`src/rtl/muldiv_pkg.sv`:
```
// muldiv_pkg: shared types and operand-signedness helpers for the RV32M multiply/divide unit
package muldiv_pkg;

    typedef enum logic [2:0] {
        OP_MUL    = 3'b000,
        OP_MULH   = 3'b001,
        OP_MULHSU = 3'b010,
        OP_MULHU  = 3'b011,
        OP_DIV    = 3'b100,
        OP_DIVU   = 3'b101,
        OP_REM    = 3'b110,
        OP_REMU   = 3'b111
    } op_e;

    typedef enum logic [1:0] {
        IDLE,
        CALC,
        DONE
    } state_e;

    function automatic logic is_signed_a(op_e op);
        return op inside {OP_MULH, OP_MULHSU, OP_DIV, OP_REM};
    endfunction

    function automatic logic is_signed_b(op_e op);
        return op inside {OP_MULH, OP_DIV, OP_REM};
    endfunction

endpackage

```
`src/rtl/muldiv_if.sv`:
```
// muldiv_if: request/result bundle between the EX stage (master) and the muldiv unit (slave)
//   i_valid/o_ready  request handshake, i_op funct3, i_op_a/i_op_b operands
//   i_flush          kills the in-flight op
//   o_valid/o_result one-cycle result strobe and result
interface muldiv_if #(
    parameter int XLEN = 32
);
    logic            i_valid;
    logic            o_ready;
    logic [2:0]      i_op;
    logic [XLEN-1:0] i_op_a;
    logic [XLEN-1:0] i_op_b;
    logic            i_flush;
    logic            o_valid;
    logic [XLEN-1:0] o_result;

    modport master (
        output i_valid, i_op, i_op_a, i_op_b, i_flush,
        input  o_ready, o_valid, o_result
    );

    modport slave (
        input  i_valid, i_op, i_op_a, i_op_b, i_flush,
        output o_ready, o_valid, o_result
    );
endinterface

```
`src/rtl/muldiv_unit.sv`:
```
// muldiv_unit: iterative radix-2 RV32M multiply/divide unit (XLEN steps per op)
//   i_clk    rising-edge clock
//   i_rst_n  asynchronous active-low reset
//   bus      muldiv_if slave: request handshake in, result strobe out
module muldiv_unit
    import muldiv_pkg::*;
#(
    parameter int XLEN = 32
) (
    input  logic     i_clk,
    input  logic     i_rst_n,
    muldiv_if.slave  bus
);
    localparam int CNT_W = $clog2(XLEN) + 1;

    state_e            r_state;
    op_e               r_op;
    logic [CNT_W-1:0]  r_cnt;
    logic [2*XLEN-1:0] r_acc;
    logic [XLEN-1:0]   r_opnd;
    logic              r_neg;
    logic [XLEN-1:0]   r_result;

    op_e             w_op;
    logic            w_accept;
    logic            w_sa;
    logic            w_sb;
    logic            w_bzero;
    logic            w_special;
    logic            w_sel_hi;
    logic            w_finish;
    logic            w_cin;
    logic [XLEN-1:0] w_abs_a;
    logic [XLEN-1:0] w_abs_b;
    logic [XLEN-1:0] w_spec_hi;
    logic [XLEN-1:0] w_spec_lo;
    logic [XLEN-1:0] w_hi;
    logic [XLEN-1:0] w_lo;
    logic [XLEN-1:0] w_sel;
    logic [XLEN:0]   w_x;
    logic [XLEN:0]   w_y;
    logic [XLEN+1:0] w_sum;

    assign w_op     = op_e'(bus.i_op);
    assign w_accept = (r_state == IDLE) && bus.i_valid && !bus.i_flush;
    assign w_sa     = is_signed_a(w_op) && bus.i_op_a[XLEN-1];
    assign w_sb     = is_signed_b(w_op) && bus.i_op_b[XLEN-1];
    assign w_abs_a  = w_sa ? -bus.i_op_a : bus.i_op_a;
    assign w_abs_b  = w_sb ? -bus.i_op_b : bus.i_op_b;

    // Divide by zero and signed overflow skip CALC; their {rem, quo} is loaded straight into r_acc.
    assign w_bzero   = bus.i_op_b == '0;
    assign w_special = w_op[2] && (w_bzero || (!w_op[0] && bus.i_op_a == {1'b1, {(XLEN-1){1'b0}}}
                       && bus.i_op_b == '1));
    assign w_spec_hi = w_bzero ? bus.i_op_a : {XLEN{1'b0}};
    assign w_spec_lo = w_bzero ? {XLEN{1'b1}} : bus.i_op_a;

    // r_acc is {product_hi, product_lo/multiplier} for multiply and {remainder, quotient} for divide.
    assign w_hi     = r_acc[2*XLEN-1:XLEN];
    assign w_lo     = r_acc[XLEN-1:0];
    assign w_sel_hi = r_op[2] ? r_op[1] : (r_op[1:0] != 2'b00);
    assign w_sel    = w_sel_hi ? w_hi : w_lo;

    // Shared adder. CALC: shift-add or trial subtract (carry out = no borrow).
    // DONE: two's-complement negate of the selected half; the high half of a negated
    // product only takes the +1 when the low half is zero.
    assign w_x   = (r_state == CALC) ? (r_op[2] ? {w_hi, w_lo[XLEN-1]} : {1'b0, w_hi})
                                     : {1'b0, r_neg ? ~w_sel : w_sel};
    assign w_y   = (r_state != CALC) ? '0 : r_op[2] ? ~{1'b0, r_opnd} : r_acc[0] ? {1'b0, r_opnd} : '0;
    assign w_cin = (r_state == CALC) ? r_op[2] : r_neg && (r_op[2] || !w_sel_hi || w_lo == '0);
    assign w_sum = {1'b0, w_x} + {1'b0, w_y} + {{(XLEN+1){1'b0}}, w_cin};

    assign w_finish     = (r_state == DONE) && !bus.i_flush;
    assign bus.o_ready  = r_state == IDLE;
    assign bus.o_valid  = w_finish;
    assign bus.o_result = w_finish ? w_sum[XLEN-1:0] : r_result;

    always_ff @(posedge i_clk or negedge i_rst_n) begin
        if (!i_rst_n) begin
            r_state  <= IDLE;
            r_op     <= OP_MUL;
            r_cnt    <= '0;
            r_acc    <= '0;
            r_opnd   <= '0;
            r_neg    <= 1'b0;
            r_result <= '0;
        end else begin
            case (r_state)
                IDLE: if (w_accept) begin
                    r_op    <= w_op;
                    r_cnt   <= '0;
                    r_state <= w_special ? DONE : CALC;
                    r_neg   <= w_special ? 1'b0 : (w_op[2] && w_op[1]) ? w_sa : w_sa ^ w_sb;
                    r_opnd  <= w_op[2] ? w_abs_b : w_abs_a;
                    r_acc   <= w_special ? {w_spec_hi, w_spec_lo}
                                         : {{XLEN{1'b0}}, w_op[2] ? w_abs_a : w_abs_b};
                end
                CALC: if (bus.i_flush) begin
                    r_state <= IDLE;
                end else begin
                    r_acc   <= r_op[2] ? {w_sum[XLEN+1] ? w_sum[XLEN-1:0] : w_x[XLEN-1:0],
                                          w_lo[XLEN-2:0], w_sum[XLEN+1]}
                                       : {w_sum[XLEN:0], w_lo[XLEN-1:1]};
                    r_cnt   <= r_cnt + 1'b1;
                    r_state <= (r_cnt == CNT_W'(XLEN-1)) ? DONE : CALC;
                end
                DONE: begin
                    r_state  <= IDLE;
                    r_result <= w_finish ? w_sum[XLEN-1:0] : r_result;
                end
                default: r_state <= IDLE;
            endcase
        end
    end

endmodule
```
`src/flat_wrapper.sv`:
```
// flat-port wrapper written by rule: the top's interface ports become plain ports
module muldiv_unit_flat import muldiv_pkg::*;
#(
    parameter int XLEN = 32
)
  (i_clk, i_rst_n, bus_i_valid, bus_i_op, bus_i_op_a, bus_i_op_b, bus_i_flush, bus_o_ready, bus_o_valid, bus_o_result);
  muldiv_if #(.XLEN(XLEN)) bus_i ();
  input  logic i_clk;
  input  logic i_rst_n;
  input wire logic [$bits(bus_i.i_valid)-1:0] bus_i_valid;
  input wire logic [$bits(bus_i.i_op)-1:0] bus_i_op;
  input wire logic [$bits(bus_i.i_op_a)-1:0] bus_i_op_a;
  input wire logic [$bits(bus_i.i_op_b)-1:0] bus_i_op_b;
  input wire logic [$bits(bus_i.i_flush)-1:0] bus_i_flush;
  output wire logic [$bits(bus_i.o_ready)-1:0] bus_o_ready;
  output wire logic [$bits(bus_i.o_valid)-1:0] bus_o_valid;
  output wire logic [$bits(bus_i.o_result)-1:0] bus_o_result;
  assign bus_i.i_valid = bus_i_valid;
  assign bus_i.i_op = bus_i_op;
  assign bus_i.i_op_a = bus_i_op_a;
  assign bus_i.i_op_b = bus_i_op_b;
  assign bus_i.i_flush = bus_i_flush;
  assign bus_o_ready = bus_i.o_ready;
  assign bus_o_valid = bus_i.o_valid;
  assign bus_o_result = bus_i.o_result;
  muldiv_unit #(.XLEN(XLEN)) u_core (.i_clk(i_clk), .i_rst_n(i_rst_n), .bus(bus_i));
endmodule
```
`config.mk`:
```
export PLATFORM = sky130hd
export DESIGN_NAME = muldiv_unit_flat
export DESIGN_NICKNAME = d
export VERILOG_FILES = /design/src/rtl/muldiv_pkg.sv /design/src/rtl/muldiv_if.sv /design/src/rtl/muldiv_unit.sv /design/src/flat_wrapper.sv
export SDC_FILE = /design/constraint.sdc
export NUM_CORES = 1
export LEC_CHECK = 0
export ABC_AREA = 1
export CELL_PAD_IN_SITES_DETAIL_PLACEMENT = 1
export CELL_PAD_IN_SITES_GLOBAL_PLACEMENT = 1
export CORE_AREA = 2 2 187 189
export DETAILED_ROUTE_END_ITERATION = 6
export DIE_AREA = 0 0 189 191
export PLACE_DENSITY_LB_ADDON = 0.1
export SLEW_MARGIN = 30
export SYNTH_ARGS = -nofsm -noshare
export SYNTH_HDL_FRONTEND = slang
export SYNTH_SLANG_ARGS = --single-unit
```
`constraint.sdc`:
```
create_clock -name i_clk -period 4.75 [get_ports i_clk]
set_input_delay 0.95 -clock i_clk [delete_from_list [all_inputs] [get_ports i_clk]]
set_output_delay 0.95 -clock i_clk [all_outputs]
set_load 0.005 [all_outputs]
```
; Word-level counts from Yosys, hierarchy flattened
; Index checks and enable logic that the tools add are counted.
[word_totals]
out_inout_bits = 34
register_bits = 140
word_cells = 84
inputBits = 71
[classes]
eq_ne = 12
n_bitwise = 3
mux = 32
addsub = 5
n_reduce_logical = 25
[ops]
columns = operator, count
row1 = $mux 32, 11
row2 = $mux 64, 4
row3 = $mux 33, 4
row4 = $pmux 64 s2, 1
row5 = $eq 32x32->1 const B, 2
row6 = $logic_not 32->1, 2
row7 = $neg 32->32, 2
row8 = $add 33x33->34, 1
row9 = $add 34x1->34, 1
row10 = $not 32->33, 1
row11 = $not 32->32, 1
row12 = $mux 6, 2
row13 = $pmux 6 s2, 1
row14 = $logic_and 1x1->1, 10
row15 = $mux 2, 4
row16 = $add 6x1->6 const B, 1
row17 = $eq 3x3->1 const B, 2
row18 = $eq 6x5->1 const B, 1
row19 = $mux 1, 4
row20 = $ne 2x1->1 const B, 2
row21 = $pmux 2 s2, 1
row22 = $reduce_bool 2->1, 2
row23 = $reduce_bool 4->1, 1
row24 = $eq 3x1->1 const B, 1
row25 = 11 further kinds, 15

; Logic depth before layout (Yosys ltp)
; Gate-level depths: netlist (run 1).
[depth]
word_depth = 12
ltp_mapped = 28
ltp_nobuf = 26

; Worst setup path before layout (run 1)
; OpenSTA, ideal clock, no wires.
[synth_timing]
kind = flip-flop to output port
startpoint = register u_core.r_state[0]
endpoint = output bus_o_result[28]
n_path_buf = 3
setup_slack_ps = 715
path_stages_with_launch = 21
required_time_ps = 3800
arrival_time_ps = 3085
cell_sequence = dfrtp_1 nand2_1 buf_4 nor2_4 inv_2 clkbuf_1 clkbuf_1 nor2_1 a31oi_1 fa_1 inv_1 fa_1 nand3_1 nand3_1 nand3_1 nand3_1 nand2_1 nand2_1 nand2_1 nand2_1 o21ai_0
[synth_via]
elab_chain_cells = 5
elab_cells_between_ends = 10
classes_between = 2 x add/sub / 3 x eq/ne / 4 x mux / 1 x reduce/logical
[synth_rtl]
columns = item, line_no
row1 = start: declaration, muldiv_unit.sv:16  ; state_e r_state;
row2 = start signal: assignment, muldiv_unit.sv:92  ; r_state <= w_special ? DONE : CALC;
row3 = start signal: assignment, muldiv_unit.sv:105  ; r_state <= (r_cnt == CNT_W'(XLEN-1)) ? DONE : CALC;
row4 = $eq 2x1->1 / $ne 2x1->1 (equally long branches), "muldiv_unit.sv:67, muldiv_unit.sv:70, muldiv_unit.sv:69"
row5 = $mux 33 (on tied branches), "muldiv_unit.sv:67, muldiv_unit.sv:69"
row6 = $add 33x33->34, muldiv_unit.sv:71  ; assign w_sum = {1'b0, w_x} + {1'b0, w_y} + {{(XLEN+1){1'b0}}, w_cin};
row7 = $add 34x1->34, muldiv_unit.sv:71
row8 = $mux 32 *, muldiv_unit.sv:76  ; assign bus.o_result = w_finish ? w_sum[XLEN-1:0] : r_result;
row9 = end: declaration, flat_wrapper.sv:17  ; output wire logic [$bits(bus_i.o_result)-1:0] bus_o_result;
; Mark *: on every way between the ends. The rest lies on a longest branch, timed or not.

; Worst setup path after layout (run 1)
[layout_timing]
startpoint = register u_core.r_state[1]
endpoint = output bus_o_result[29]
; Same word-level chain as after synthesis.

==> impl_summary.txt, run 1 <==
----------------------------------------------------
[Run status]
  Outcome ... finished with violations
  Violations in the final reports ... negative setup slack

[Timing]
  Setup TNS ... -690.5 ps
  Post-route clock period utilization ... 1.041
  Number of setup violations in the final report ... 9
  Highest clock frequency the design can meet ... approximately 200 MHz
  Final period demand of the worst path ... 4943 ps
  Slew at the pin with the worst max-slew slack ... 895.0 ps
  Skew final ... 11.93 ps
  Final count of hold timing violations ... 0
  Smallest setup slack after layout ... -192.6 ps
  Number of pins exceeding their max-slew limit in the final report ... 0
  Worst hold margin ... 475.1 ps
  Headroom to the max-slew limit ... 0.4033
  Unrepaired setup endpoints after global routing ... yes

[Final layout]
  Post-route non-filler standard cell count ... between 3,000 and 4,000
  Fraction of final layout cells sized beyond drive strength 1 ... 0.2066
  Count of fill cells added during filler insertion ... about 4,500
  Final layout net count ... 2,647
  Layout Area Growth over Synthesis ... 30.32%
  Diodes inserted ... 0

[Placement]
  Final weighted congestion of routability-driven global placement ... 0.9429
  Detail Placement HPWL ... 49.49 mm
  IO Port Bufs ... 104
  Cell total after placement ... 2,904

[Detailed routing]
  Number of design rule violations left after detail routing ... 0
  Number of violations reported at the end of detailed-routing iteration 0 ... 1,149
  Router iterations before antenna repair ... 5
  Routed wirelength normalized by instance count ... 22.42 microns
  DR vias/cell ... 5.730
  Post-detailed-routing wire length ... 67.39 mm
  Total number of vias ... 17,224
  Remaining number of nets flagged by the antenna check after routing ... 0

[Clock tree]
  Buffer cell driving the clock tree root ... sky130_fd_sc_hd__clkbuf_16
  Worst-skew pair later-pin latency ... 470 ps
  CTS Sinks ... 140
  Clk buf depth ... 2
  Cts hold-fix bufs ... 0
  Post-CTS clock slew at the launch and capture registers of the worst setup and hold paths ... 70 ps
  CTS tree ... done
  CTS H-tree lvls ... 4
  Number of buffers created by CTS ... 17

[Die]
  Core area ... ~34,000 sq um
  Die area ... 36,100 sq um
  Y dimension of the die ... ~190 microns
  Boundary Pins ... 105
  Die extent in x ... roughly 190 microns
  Initial core utilization ... 0.4125
  Number of standard-cell rows in the floorplan ... 68

[Synth]
  Seq cells post-synth ... 140
  Largest area contributor in the netlist ... sky130_fd_sc_hd__dfrtp_1
  Most common cell in the synthesized netlist ... sky130_fd_sc_hd__nand2_1
  Number of flops mapped to enable cells by yosys ... 0
  Proportion of netlist area held by the largest area contributor ... 0.2489
  Average cell area after synthesis ... 6.014 sq um
  Mapped cell area ... 14,070 sq um
  Proportion of synthesized chip area in sequential cells ... 0.2489
  Number of nets produced by synthesis ... between 2,000 and 2,500
  Leading cell types by total area after synthesis ... sky130_fd_sc_hd__dfrtp_1 (25%), sky130_fd_sc_hd__nand2_1 (18%), sky130_fd_sc_hd__nor2_1 (8.3%)
  Most frequently used flop master after synthesis ... sky130_fd_sc_hd__dfrtp_1
  Synth Warn # ... 0
  Top cells by count, synth ... sky130_fd_sc_hd__nand2_1 (663), sky130_fd_sc_hd__nor2_1 (310), sky130_fd_sc_hd__inv_1 (265), sky130_fd_sc_hd__nand3_1 (226), sky130_fd_sc_hd__dfrtp_1 (140)
  Async set-or-reset flop fraction in the synthesized netlist ... 1.000
  Distinct cell type count of the synthesized netlist ... roughly 50
  Mapped Cells ... 2,340

[Worst setup path]
  Worst Path Arrival ... around 4000 ps
  Worst setup SP type ... flip-flop
  Critical path peak fanout ... 13
  Type of element capturing the critical path ... primary output
  Length in cells of the worst reg-to-reg path ... 22
  Required time worst endpoint ... approximately 3800 ps
  Worst setup path category ... flip-flop to primary output

[Hold path]
  Cell depth of the worst min-delay path ... 2
  Path type of the worst min-delay path ... flip-flop to flip-flop

[Global route]
  GR peak layer ... met2
  Wire length of the first global-routing pass ... 98.46 mm
  Grt met2 use ... 0.6090
  Total global routing overflow ... 0
  Via count of the first global-routing pass ... 17,218
  Pin count of the biggest net entering global routing ... 84
  Global routing usage summed across all routing layers ... 0.3536
  Met3 GRT Util ... 0.03745
  Met1 track demand over resource in global routing ... 0.4584
  Antenna violations before repair ... 0

[Pwr]
  VDD IR max ... 446.3 uV
  P per Cell Area ... 954.6 nW/um^2
  Static Leak ... 9.199 nW

[Run]
  Max Cap Violations ... 0

----------------------------------------------------
-- where the power goes --
part           internal [W]  switching (W)
sequential          0.00164       0.000453
combinational       0.00546        0.00853
clock              0.000787       0.000638
total               0.00788        0.00963
-- metal layers --
| layer | wire length, microns | vias up |
|---|---|---|
| met3 | 3055 | 155 |
| met2 | 32520 | 611 |
| li1 | - | 8020 |
| met1 | 29200 | 8438 |
| met5 | 0 | - |
| met4 | 2617 | 0 |
-- cell type report --
type / count / area, sq um / area share
clock buffers: 18 / 439.2 / 0.02395
clock inverters: 14 / 145.1 / 0.007914
inverters: 285 / 1091 / 0.05949
multi-input cells: 1812 / 10010 / 0.5456
flip-flops and latches: 140 / 3503 / 0.1910
well taps: 455 / 569.3 / 0.03104
repair buffers: 282 / 2585 / 0.1409
-- cells by family (layout without fill, tap and decap cells) --
family / Yosys count / in the layout / share of synthesized area
compound gates: 424 / 424 / 0.1767
xor+xnor: 57 / 57 / 0.03547
fa+ha+maj: 38 / 38 / 0.03485
buf+inv: 388 / 599 / 0.1139
flops: 140 / 140 / 0.2489
mux: 1 / 1 / 0.0007113
simple gates: 1292 / 1292 / 0.3895
-- critical path: stages, from the launching register on --
cell and delay (ps):
sky130_fd_sc_hd__dfrtp_1 380, sky130_fd_sc_hd__inv_2 60, sky130_fd_sc_hd__nand2_2 70, sky130_fd_sc_hd__buf_12 130, sky130_fd_sc_hd__nor2_4 60, sky130_fd_sc_hd__inv_4 100
sky130_fd_sc_hd__buf_12 150, sky130_fd_sc_hd__buf_8 160, sky130_fd_sc_hd__o22ai_2 70, sky130_fd_sc_hd__a211oi_2 340, sky130_fd_sc_hd__ha_4 280, sky130_fd_sc_hd__nand2_1 120
sky130_fd_sc_hd__nand2_1 130, sky130_fd_sc_hd__a21oi_2 180, sky130_fd_sc_hd__buf_4 130, sky130_fd_sc_hd__inv_1 40, sky130_fd_sc_hd__nor2_1 260, sky130_fd_sc_hd__nand2_4 110
sky130_fd_sc_hd__buf_6 140, sky130_fd_sc_hd__nand2_4 80, sky130_fd_sc_hd__nand2_4 60, sky130_fd_sc_hd__nand2_2 80, sky130_fd_sc_hd__nand2_2 80, sky130_fd_sc_hd__o21ai_2 120
sky130_fd_sc_hd__buf_2 130
-- cell usage in the layout (no fill, tap or decap), types with 31 or more instances in the layout --
cell type and count:
sky130_fd_sc_hd__nand2_1 588, sky130_fd_sc_hd__nor2_1 300, sky130_fd_sc_hd__inv_1 258, sky130_fd_sc_hd__nand3_1 207, sky130_fd_sc_hd__buf_4 147, sky130_fd_sc_hd__dfrtp_1 140
sky130_fd_sc_hd__o21ai_0 85, sky130_fd_sc_hd__o21ai_1 84, sky130_fd_sc_hd__a21oi_1 79, sky130_fd_sc_hd__clkdlybuf4s50_1 73, sky130_fd_sc_hd__nand2_2 60, sky130_fd_sc_hd__a21oi_2 47
sky130_fd_sc_hd__xor2_1 39, sky130_fd_sc_hd__nand3_2 32, sky130_fd_sc_hd__o221ai_1 31
-- path summary, 6_finish.rpt --
path,start,endpoint,slack (ps)
worst min-delay path,u_core.r_result[25],u_core.r_result[25],480
worst max register to register,u_core.r_op[0],u_core.r_acc[47],660
max in group asynchronous,i_rst_n,u_core.r_opnd[6],3280
worst min register to register,u_core.r_result[25],u_core.r_result[25],480
min in group asynchronous,i_rst_n,u_core.r_result[2],510
worst max-delay path,u_core.r_state[1],bus_o_result[29],-190
-- sequential cells by signal, indices dropped and copies added (netlist names) --
| signal | flops |
|---|---|
| u_core.r_neg | 1 |
| u_core.r_opnd | 32 |
| u_core.r_op | 3 |
| u_core.r_result | 32 |
| u_core.r_cnt | 6 |
| u_core.r_acc | 64 |
| u_core.r_state | 2 |
-- what timing repair did --
item,CTS,global route
setup buffers,30,36
gates cloned,2,2
resized for setup,164,230
setup endpoints to repair,30,31
pin swaps,33,49
-- through the flow --
| stage | setup slack (ps) | instance area, sq um | total power (W) | util |
|---|---|---|---|---|
| floorplan | 715.3 | 14070 | 0.007948 | - |
| global placement | -176.5 | 16060 | 0.01192 | 0.4708 |
| detailed placement | -210.3 | 16060 | 0.01220 | 0.4708 |
| CTS | -180.6 | 17390 | 0.01488 | 0.5098 |
| global route | -249.7 | 18340 | 0.01848 | 0.5376 |
| finish | -192.6 | 18340 | 0.01751 | 0.5376 |
No activity file was read; power rests on OpenSTA's default activity.
==> run 2, diff against run 1 <==
--- a/config.mk
+++ b/config.mk
@@ -11,6 +11,7 @@
 export CORE_AREA = 2 2 187 189
 export DETAILED_ROUTE_END_ITERATION = 6
 export DIE_AREA = 0 0 189 191
+export GPL_ROUTABILITY_DRIVEN = 0
 export PLACE_DENSITY_LB_ADDON = 0.1
 export SLEW_MARGIN = 30
 export SYNTH_ARGS = -nofsm -noshare
==> run 2 against run 1 <==
The run still ends with negative setup slack left. Final area increased by 0.35%. Cell count about the same. Clock skew decreased by 1.0 ps. Clock power decreased by 4%. Non-clock buffer count increased by 2. Register-to-register slack improved by 40 ps. Critical path type unchanged. Critical endpoint is now bus_o_result[5]. Largest power group unchanged. Highest routed layer unchanged.
==> impl_summary.txt, run 2 (synthesized netlist as in run 1, its figures left out) <==
----------------------------------------------------
[Timing]
  Final count of hold timing violations ... 0 (unchanged)
  Number of pins exceeding their max-slew limit in the final report ... 0 (unchanged)
  Number of setup violations in the final report ... 1 (-8)
  Smallest setup slack after layout ... -5.453 ps (+187.1 ps)
  Final period demand of the worst path ... 4755 ps (-187.1 ps)
  Post-route clock period utilization ... 1.001 (-0.03939)
  Highest clock frequency the design can meet ... 210.3 MHz (+3.9%)
  Setup TNS ... -5.453 ps (+685.1 ps)
  Headroom to the max-slew limit ... 0.4183 (+0.01496)
  Slew at the pin with the worst max-slew slack ... 872.6 ps (-22.44 ps)
  Unrepaired setup endpoints after global routing ... yes
  Skew final ... 10.93 ps (-0.9988 ps)

[Run status]
  Violations in the final reports ... negative setup slack
  Outcome ... finished with violations

[Worst setup path]
  Critical Path Slowest Stage Cell ... sky130_fd_sc_hd__clkdlybuf4s50_1
  Type of element capturing the critical path ... primary output
  Stage delay of the slowest cell on the critical path ... 530 ps (+150 ps)
  Length in cells of the worst reg-to-reg path ... 22 (unchanged)
  Cell repeated most along the worst path ... sky130_fd_sc_hd__nand2_1
  Worst setup SP type ... flip-flop
  Combined buffer and inverter count along the critical path ... 10 (+1)
  Required time worst endpoint ... 3800 ps (about the same)
  Critical path peak fanout ... 6 (-7)
  Ordered list of cells on the worst path ... inv_2 -> nand2_2 -> buf_12 -> nor2_4 -> buf_12 -> inv_6 -> buf_4 -> o22ai_1 -> or3_4 -> inv_1 -> ha_4 -> nand2_1 -> nand2_1 -> inv_1 -> nand2_2 -> buf_4 -> nand2_1 -> nand2_1 -> buf_4 -> xnor2_1 -> o21ai_1 -> clkdlybuf4s50_1
  Worst setup path category ... flip-flop to primary output
  Depth of the critical timing path with buffers and inverters included ... 22 (-8.3%)
  Worst Path Arrival ... 3810 ps (-180 ps)
  Kind of cell with the highest combined delay on the critical path ... buffers and inverters

[Clock tree]
  Buffer cell driving the clock tree root ... sky130_fd_sc_hd__clkbuf_16
  CTS H-tree lvls ... 4 (unchanged)
  Worst-skew pair later-pin latency ... 460 ps (about the same)
  Cts hold-fix bufs ... 0 (unchanged)
  Number of buffers created by CTS ... 17 (unchanged)
  Clk buf depth ... 2 (unchanged)
  Post-CTS clock slew at the launch and capture registers of the worst setup and hold paths ... 70 ps (about the same)
  CTS tree ... done
  CTS Sinks ... 140 (unchanged)

[Placement]
  Detail Placement HPWL ... 46.37 mm (-6.3%)
  IO Port Bufs ... 104 (unchanged)

[Detailed routing]
  DR vias/cell ... 5.780 (+0.88%)
  Post-detailed-routing wire length ... 64.99 mm (-3.6%)
  Total number of vias ... 17,393 (+0.98%)
  Remaining number of nets flagged by the antenna check after routing ... 0 (unchanged)
  Amount of wire on met3 after detailed routing ... 4.040 mm (+32%)
  Sum of routed wire segments on met1 ... 27.32 mm (-6.4%)
  Routed wirelength normalized by instance count ... 21.60 microns (-3.7%)
  Number of violations reported at the end of detailed-routing iteration 0 ... 1,294 (+13%)
  DR WL met2 ... 30.99 mm (-4.7%)
  Number of design rule violations left after detail routing ... 0 (unchanged)
  Highest routed layer ... met4
  Router iterations before antenna repair ... 5 (unchanged)

[Final layout]
  Layout Area Growth over Synthesis ... 30.78%
  Diodes inserted ... 0 (unchanged)
  Most common cell after layout, fill and taps aside ... sky130_fd_sc_hd__nand2_1
  Number of flip-flops in the largest register ... 64 (unchanged)
  Final standard cell utilization of the core ... 0.5395 (+0.001907)
  Biggest register ... u_core.r_acc
  Final layout net count ... 2,650 (+0.11%)
  Fraction of final layout cells sized beyond drive strength 1 ... 0.1930 (-0.01356)
  Most frequent cells in the layout ... sky130_fd_sc_hd__nand2_1 (609), sky130_fd_sc_hd__nor2_1 (295), sky130_fd_sc_hd__inv_1 (258)
  Largest registers ... u_core.r_acc x64, u_core.r_opnd x32, u_core.r_result x32

[Global route]
  Via count of the first global-routing pass ... 17,562 (+2.0%)
  Pin count of the biggest net entering global routing ... 96 (+14%)
  Global routing usage summed across all routing layers ... 0.3450 (-0.008635)
  Wire length of the first global-routing pass ... 97.43 mm (-1.0%)
  Antenna violations before repair ... 0 (unchanged)
  Total global routing overflow ... 0 (unchanged)

[Run]
  Max Cap Violations ... 0 (unchanged)

[Die]
  Boundary Pins ... 105 (unchanged)
  Y dimension of the die ... 191 microns (unchanged)
  Initial core utilization ... 0.4125 (unchanged)
  Number of standard-cell rows in the floorplan ... 68 (unchanged)
  Die area ... 36,100 sq um (unchanged)
  Core area ... 34,120 sq um (unchanged)
  Die extent in x ... 189 microns (unchanged)

[Pwr]
  VDD IR max ... 408.5 uV (-8.5%)
  P per Cell Area ... 931.8 nW/um^2 (-2.4%)
  Static Leak ... 9.117 nW (-0.89%)

[Hold path]
  Cell depth of the worst min-delay path ... 2 (unchanged)
  Path type of the worst min-delay path ... flip-flop to flip-flop

----------------------------------------------------
-- run 2: cell count changes in the layout (fill, tap and decap cells not counted), sizes merged --
cell           previous run  this run
buf                     182       175
inv                     284       289
dlymetal6s2s              8         5
bufinv                    2         1
dlygate4sd2               1        15
clkdlybuf4s50            73        74
bufbuf                    2         4
clkbuf                   32        27
clkinvlp                  4         3
clkinv                    9         7
-- run 2: metal layers --
layer	GRT usage	vias up
met3	0.04590	150
li1	-	8041
met5	0	-
met4	0.1322	0
met2	0.5885	689
met1	0.4430	8513
-- run 2: cell type report --
class | instances | area (sq um)
well taps | 455 | 569.3
clock buffers | 18 | 429.2
clock inverters | 14 | 136.4
multi-input cells | 1812 | 9965
flip-flops and latches | 140 | 3503
repair inverters | 1 | 3.754
inverters | 285 | 1091
repair buffers | 284 | 2708
fillers | 4571 | 15710
-- run 2: worst paths after layout --
check	from	to	slack [ps]
worst max-delay path	u_core.r_state[1]	bus_o_result[5]	-5
worst min-delay path	u_core.r_result[26]	u_core.r_result[26]	480
worst max register to register	u_core.r_state[1]	u_core.r_acc[51]	700
worst min register to register	u_core.r_result[26]	u_core.r_result[26]	480
max in group asynchronous	i_rst_n	u_core.r_opnd[24]	3300
min in group asynchronous	i_rst_n	u_core.r_result[4]	600
-- run 2: repair_timing --
action,4_1_cts,5_1_grt
resized for setup,226,108
endpoints found under the setup margin,31,31
pin swaps,53,44
buffers inserted,51,23
cloned,5,3
-- run 2: through the flow --
step	setup slack (ps)	cells	total power [W]	hold WS (ps)	instance area, sq um
6_report	-5.453	3009	0.01715	476.3	18410
5_1_grt	-177.1	3009	0.01814	502.1	18410
4_1_cts	-96.49	2983	0.01538	479.8	17790
3_5_place_dp	-259.0	2896	0.01204	460.7	16030
3_3_place_gp	-227.0	2896	0.01175	455.1	16030
2_1_floorplan	715.3	2340	0.007948	442.8	14070
-- run 2: power by group --
group	leakage (nW)	switching, W	total [W]	internal, W
clock	0.269	0.000628	0.00136	0.000731
combinational	7.15	0.00828	0.0137	0.00540
sequential	1.69	0.000473	0.00211	0.00164
total	9.12	0.00938	0.0172	0.00777
-- run 2: worst min-delay path, stage by stage, from the launching register on --
cell and delay (ps):
sky130_fd_sc_hd__dfrtp_1 320, sky130_fd_sc_hd__nand2_1 60, sky130_fd_sc_hd__nand2_1 60
==> run 3, diff against run 2 <==
--- a/config.mk
+++ b/config.mk
@@ -9,11 +9,11 @@
 export CELL_PAD_IN_SITES_DETAIL_PLACEMENT = 1
 export CELL_PAD_IN_SITES_GLOBAL_PLACEMENT = 1
 export CORE_AREA = 2 2 187 189
+export CTS_CLUSTER_DIAMETER = 120
 export DETAILED_ROUTE_END_ITERATION = 6
 export DIE_AREA = 0 0 189 191
 export GPL_ROUTABILITY_DRIVEN = 0
 export PLACE_DENSITY_LB_ADDON = 0.1
-export SLEW_MARGIN = 30
 export SYNTH_ARGS = -nofsm -noshare
 export SYNTH_HDL_FRONTEND = slang
 export SYNTH_SLANG_ARGS = --single-unit
==> run 3 against run 2 <==
The flow still finishes with violations (negative setup slack). Cell count unchanged. Sequential power is essentially flat. Non-clock buffer count stayed put. Sequential share of layout area hardly changed. Wire length about the same. Hold slack stayed put. Via count unchanged. Global-route usage stayed put. Largest cell class unchanged. Highest routed layer unchanged.
==> impl_summary.txt, run 3 (synthesized netlist as in run 1, its figures left out) <==
----------------------------------------------------
[Timing]
  Number of setup violations in the final report ... 1 (unchanged)
  Slew at the pin with the worst max-slew slack ... 995.2 ps (+122.6 ps)
  Post-route clock period utilization ... 1.001 (unchanged)
  Unrepaired setup endpoints after global routing ... yes
  Smallest setup slack after layout ... -5.453 ps (unchanged)
  Skew final ... 10.93 ps (unchanged)
  Final period demand of the worst path ... 4755 ps (unchanged)
  Setup TNS ... -5.453 ps (unchanged)
  Final count of hold timing violations ... 0 (unchanged)
  Highest clock frequency the design can meet ... 210.3 MHz (unchanged)
  Headroom to the max-slew limit ... 0.3365 (-0.08173)
  Worst hold margin ... 476.3 ps (unchanged)
  Number of pins exceeding their max-slew limit in the final report ... 0 (unchanged)

[Final layout]
  Layout Area Growth over Synthesis ... 30.76% (about the same)
  Number of flip-flops in the largest register ... 64 (unchanged)
  Fraction of final layout cells sized beyond drive strength 1 ... 0.1930 (unchanged)
  Diodes inserted ... 0 (unchanged)
  Post-route non-filler standard cell count ... 3,009 (unchanged)
  Largest registers ... u_core.r_acc x64, u_core.r_opnd x32, u_core.r_result x32
  Biggest register ... u_core.r_acc
  Most frequent cells in the layout ... sky130_fd_sc_hd__nand2_1 (609), sky130_fd_sc_hd__nor2_1 (295), sky130_fd_sc_hd__inv_1 (258)
  Most common cell after layout, fill and taps aside ... sky130_fd_sc_hd__nand2_1
  Final layout net count ... 2,650 (unchanged)

[Clock tree]
  Cts hold-fix bufs ... 0 (unchanged)
  CTS H-tree lvls ... 4 (unchanged)
  Post-CTS clock slew at the launch and capture registers of the worst setup and hold paths ... 70 ps (about the same)
  Clk buf depth ... 2 (unchanged)
  CTS Sinks ... 140 (unchanged)
  CTS tree ... done
  Worst-skew pair later-pin latency ... 460 ps (about the same)
  Number of buffers created by CTS ... 17 (unchanged)
  Buffer cell driving the clock tree root ... sky130_fd_sc_hd__clkbuf_16

[Detailed routing]
  Router iterations before antenna repair ... 5 (unchanged)
  Number of violations reported at the end of detailed-routing iteration 0 ... 1,294 (unchanged)
  DR vias/cell ... 5.780 (unchanged)
  Remaining number of nets flagged by the antenna check after routing ... 0 (unchanged)
  Post-detailed-routing wire length ... 64.99 mm (about the same)
  Total number of vias ... 17,393 (unchanged)
  Number of design rule violations left after detail routing ... 0 (unchanged)
  Routed wirelength normalized by instance count ... 21.60 microns (about the same)

[Worst setup path]
  Worst Path Arrival ... 3810 ps (about the same)
  Cell repeated most along the worst path ... sky130_fd_sc_hd__nand2_1
  Kind of cell with the highest combined delay on the critical path ... buffers and inverters
  Worst setup SP type ... flip-flop
  Reg-to-Reg Start ... u_core.r_state[1]
  Launching instance or port of the critical path ... u_core.r_state[1]
  Required time worst endpoint ... 3800 ps (about the same)
  Ordered list of cells on the worst path ... inv_2 -> nand2_2 -> buf_12 -> nor2_4 -> buf_12 -> inv_6 -> buf_4 -> o22ai_1 -> or3_4 -> inv_1 -> ha_4 -> nand2_1 -> nand2_1 -> inv_1 -> nand2_2 -> buf_4 -> nand2_1 -> nand2_1 -> buf_4 -> xnor2_1 -> o21ai_1 -> clkdlybuf4s50_1
  Combined buffer and inverter count along the critical path ... 10 (unchanged)
  End of the critical path ... bus_o_result[5]
  Stage delay of the slowest cell on the critical path ... 530 ps (about the same)
  Register-to-Register Setup Slack ... 700 ps (about the same)
  Length in cells of the worst reg-to-reg path ... 22 (unchanged)
  Worst setup path category ... flip-flop to primary output
  Critical Path Slowest Stage Cell ... sky130_fd_sc_hd__clkdlybuf4s50_1
  Depth of the critical timing path with buffers and inverters included ... 22 (unchanged)
  Critical path peak fanout ... 6 (unchanged)
  Reg-to-reg critical path endpoint ... u_core.r_acc[51]
  Type of element capturing the critical path ... primary output

[Pwr]
  Static Leak ... 9.116 nW (about the same)
  VDD IR max ... 408.5 uV (unchanged)
  P per Cell Area ... 931.9 nW/um^2 (about the same)

[Die]
  Number of standard-cell rows in the floorplan ... 68 (unchanged)
  Die extent in x ... 189 microns (unchanged)
  Core area ... 34,120 sq um (unchanged)
  Boundary Pins ... 105 (unchanged)
  Y dimension of the die ... 191 microns (unchanged)
  Die area ... 36,100 sq um (unchanged)
  Initial core utilization ... 0.4125 (unchanged)

[Placement]
  IO Port Bufs ... 104 (unchanged)
  Detail Placement HPWL ... 46.37 mm (unchanged)
  Cell total after placement ... 2,896 (unchanged)

[Global route]
  Global routing usage summed across all routing layers ... 0.3450 (unchanged)
  Antenna violations before repair ... 0 (unchanged)
  Pin count of the biggest net entering global routing ... 96 (unchanged)
  Total global routing overflow ... 0 (unchanged)
  Via count of the first global-routing pass ... 17,562 (unchanged)
  Wire length of the first global-routing pass ... 97.43 mm (unchanged)

[Run]
  Max Cap Violations ... 0 (unchanged)

[Run status]
  Violations in the final reports ... negative setup slack
  Outcome ... finished with violations

[Hold path]
  Path type of the worst min-delay path ... flip-flop to flip-flop

----------------------------------------------------
[run 3: cell type report]
class	count	area, sq um
sequential	140	3503
timing repair inverter	1	3.754
timing repair buffer	284	2705
clock buffer	18	429.2
clock inverter	14	136.4
multi-input combinational	1812	9965
inverter	285	1091
fill	4571	15720
tap	455	569.3
[run 3: worst register-to-register path, cell delays in order, from the launching register on]
cell	delay, ps
sky130_fd_sc_hd__dfrtp_1	390
sky130_fd_sc_hd__inv_2	80
sky130_fd_sc_hd__nand2_2	70
sky130_fd_sc_hd__buf_12	150
sky130_fd_sc_hd__nor2_4	210
sky130_fd_sc_hd__buf_6	150
sky130_fd_sc_hd__buf_4	120
sky130_fd_sc_hd__bufbuf_16	300
sky130_fd_sc_hd__a22oi_1	100
sky130_fd_sc_hd__nand3_1	140
sky130_fd_sc_hd__inv_1	60
sky130_fd_sc_hd__ha_1	450
sky130_fd_sc_hd__nand2_1	100
sky130_fd_sc_hd__nor2_1	140
sky130_fd_sc_hd__o21ai_0	130
sky130_fd_sc_hd__nand3_1	120
sky130_fd_sc_hd__nor2_1	90
sky130_fd_sc_hd__nand2_2	310
sky130_fd_sc_hd__buf_4	440
sky130_fd_sc_hd__o21ai_1	120
sky130_fd_sc_hd__nor2_1	200
sky130_fd_sc_hd__nor2_1	60
sky130_fd_sc_hd__nor2_1	80
[run 3: power by group]
part           internal (W)  switching [W]  leakage [nW]
Combinational       0.00540        0.00828          7.15
Clock              0.000731       0.000628         0.269
Sequential          0.00164       0.000473          1.69
[run 3: how the worst min path moves through the flow]
stage	startpoint	to	cells after the start
floorplan	u_core.r_result[0]	u_core.r_result[0]	2
global placement	u_core.r_result[13]	u_core.r_result[13]	2
detailed placement	u_core.r_result[23]	u_core.r_result[23]	2
CTS	u_core.r_result[24]	u_core.r_result[24]	2
global route	u_core.r_result[26]	u_core.r_result[26]	2
finish	u_core.r_result[26]	u_core.r_result[26]	2
[run 3: layer usage]
| layer | share of wire | track usage | routed length (microns) | vias up |
|---|---|---|---|---|
| met3 | 0.062 | 0.04590 | 4040 | 150 |
| met4 | 0.041 | 0.1322 | 2639 | 0 |
| met2 | 0.48 | 0.5885 | 30990 | 689 |
| met1 | 0.42 | 0.4430 | 27320 | 8513 |
| li1 | - | - | - | 8041 |
| met5 | 0 | 0 | 0 | - |
[run 3: stage by stage]
step	area (sq um)	worst slack (ps)	utilization	power, W
3_5_place_dp	16030	-259.0	0.4697	0.01204
4_1_cts	17790	-96.49	0.5216	0.01538
3_3_place_gp	16030	-227.0	0.4697	0.01175
6_report	18400	-5.453	0.5394	0.01715
2_1_floorplan	14070	715.3	-	0.007948
5_1_grt	18400	-177.1	0.5394	0.01814
[run 3: repair_timing]
action | CTS | global route
endpoints found under the setup margin | 31 | 31
resized for setup | 226 | 108
pin swaps | 53 | 44
setup buffers | 51 | 23
gates cloned | 5 | 3
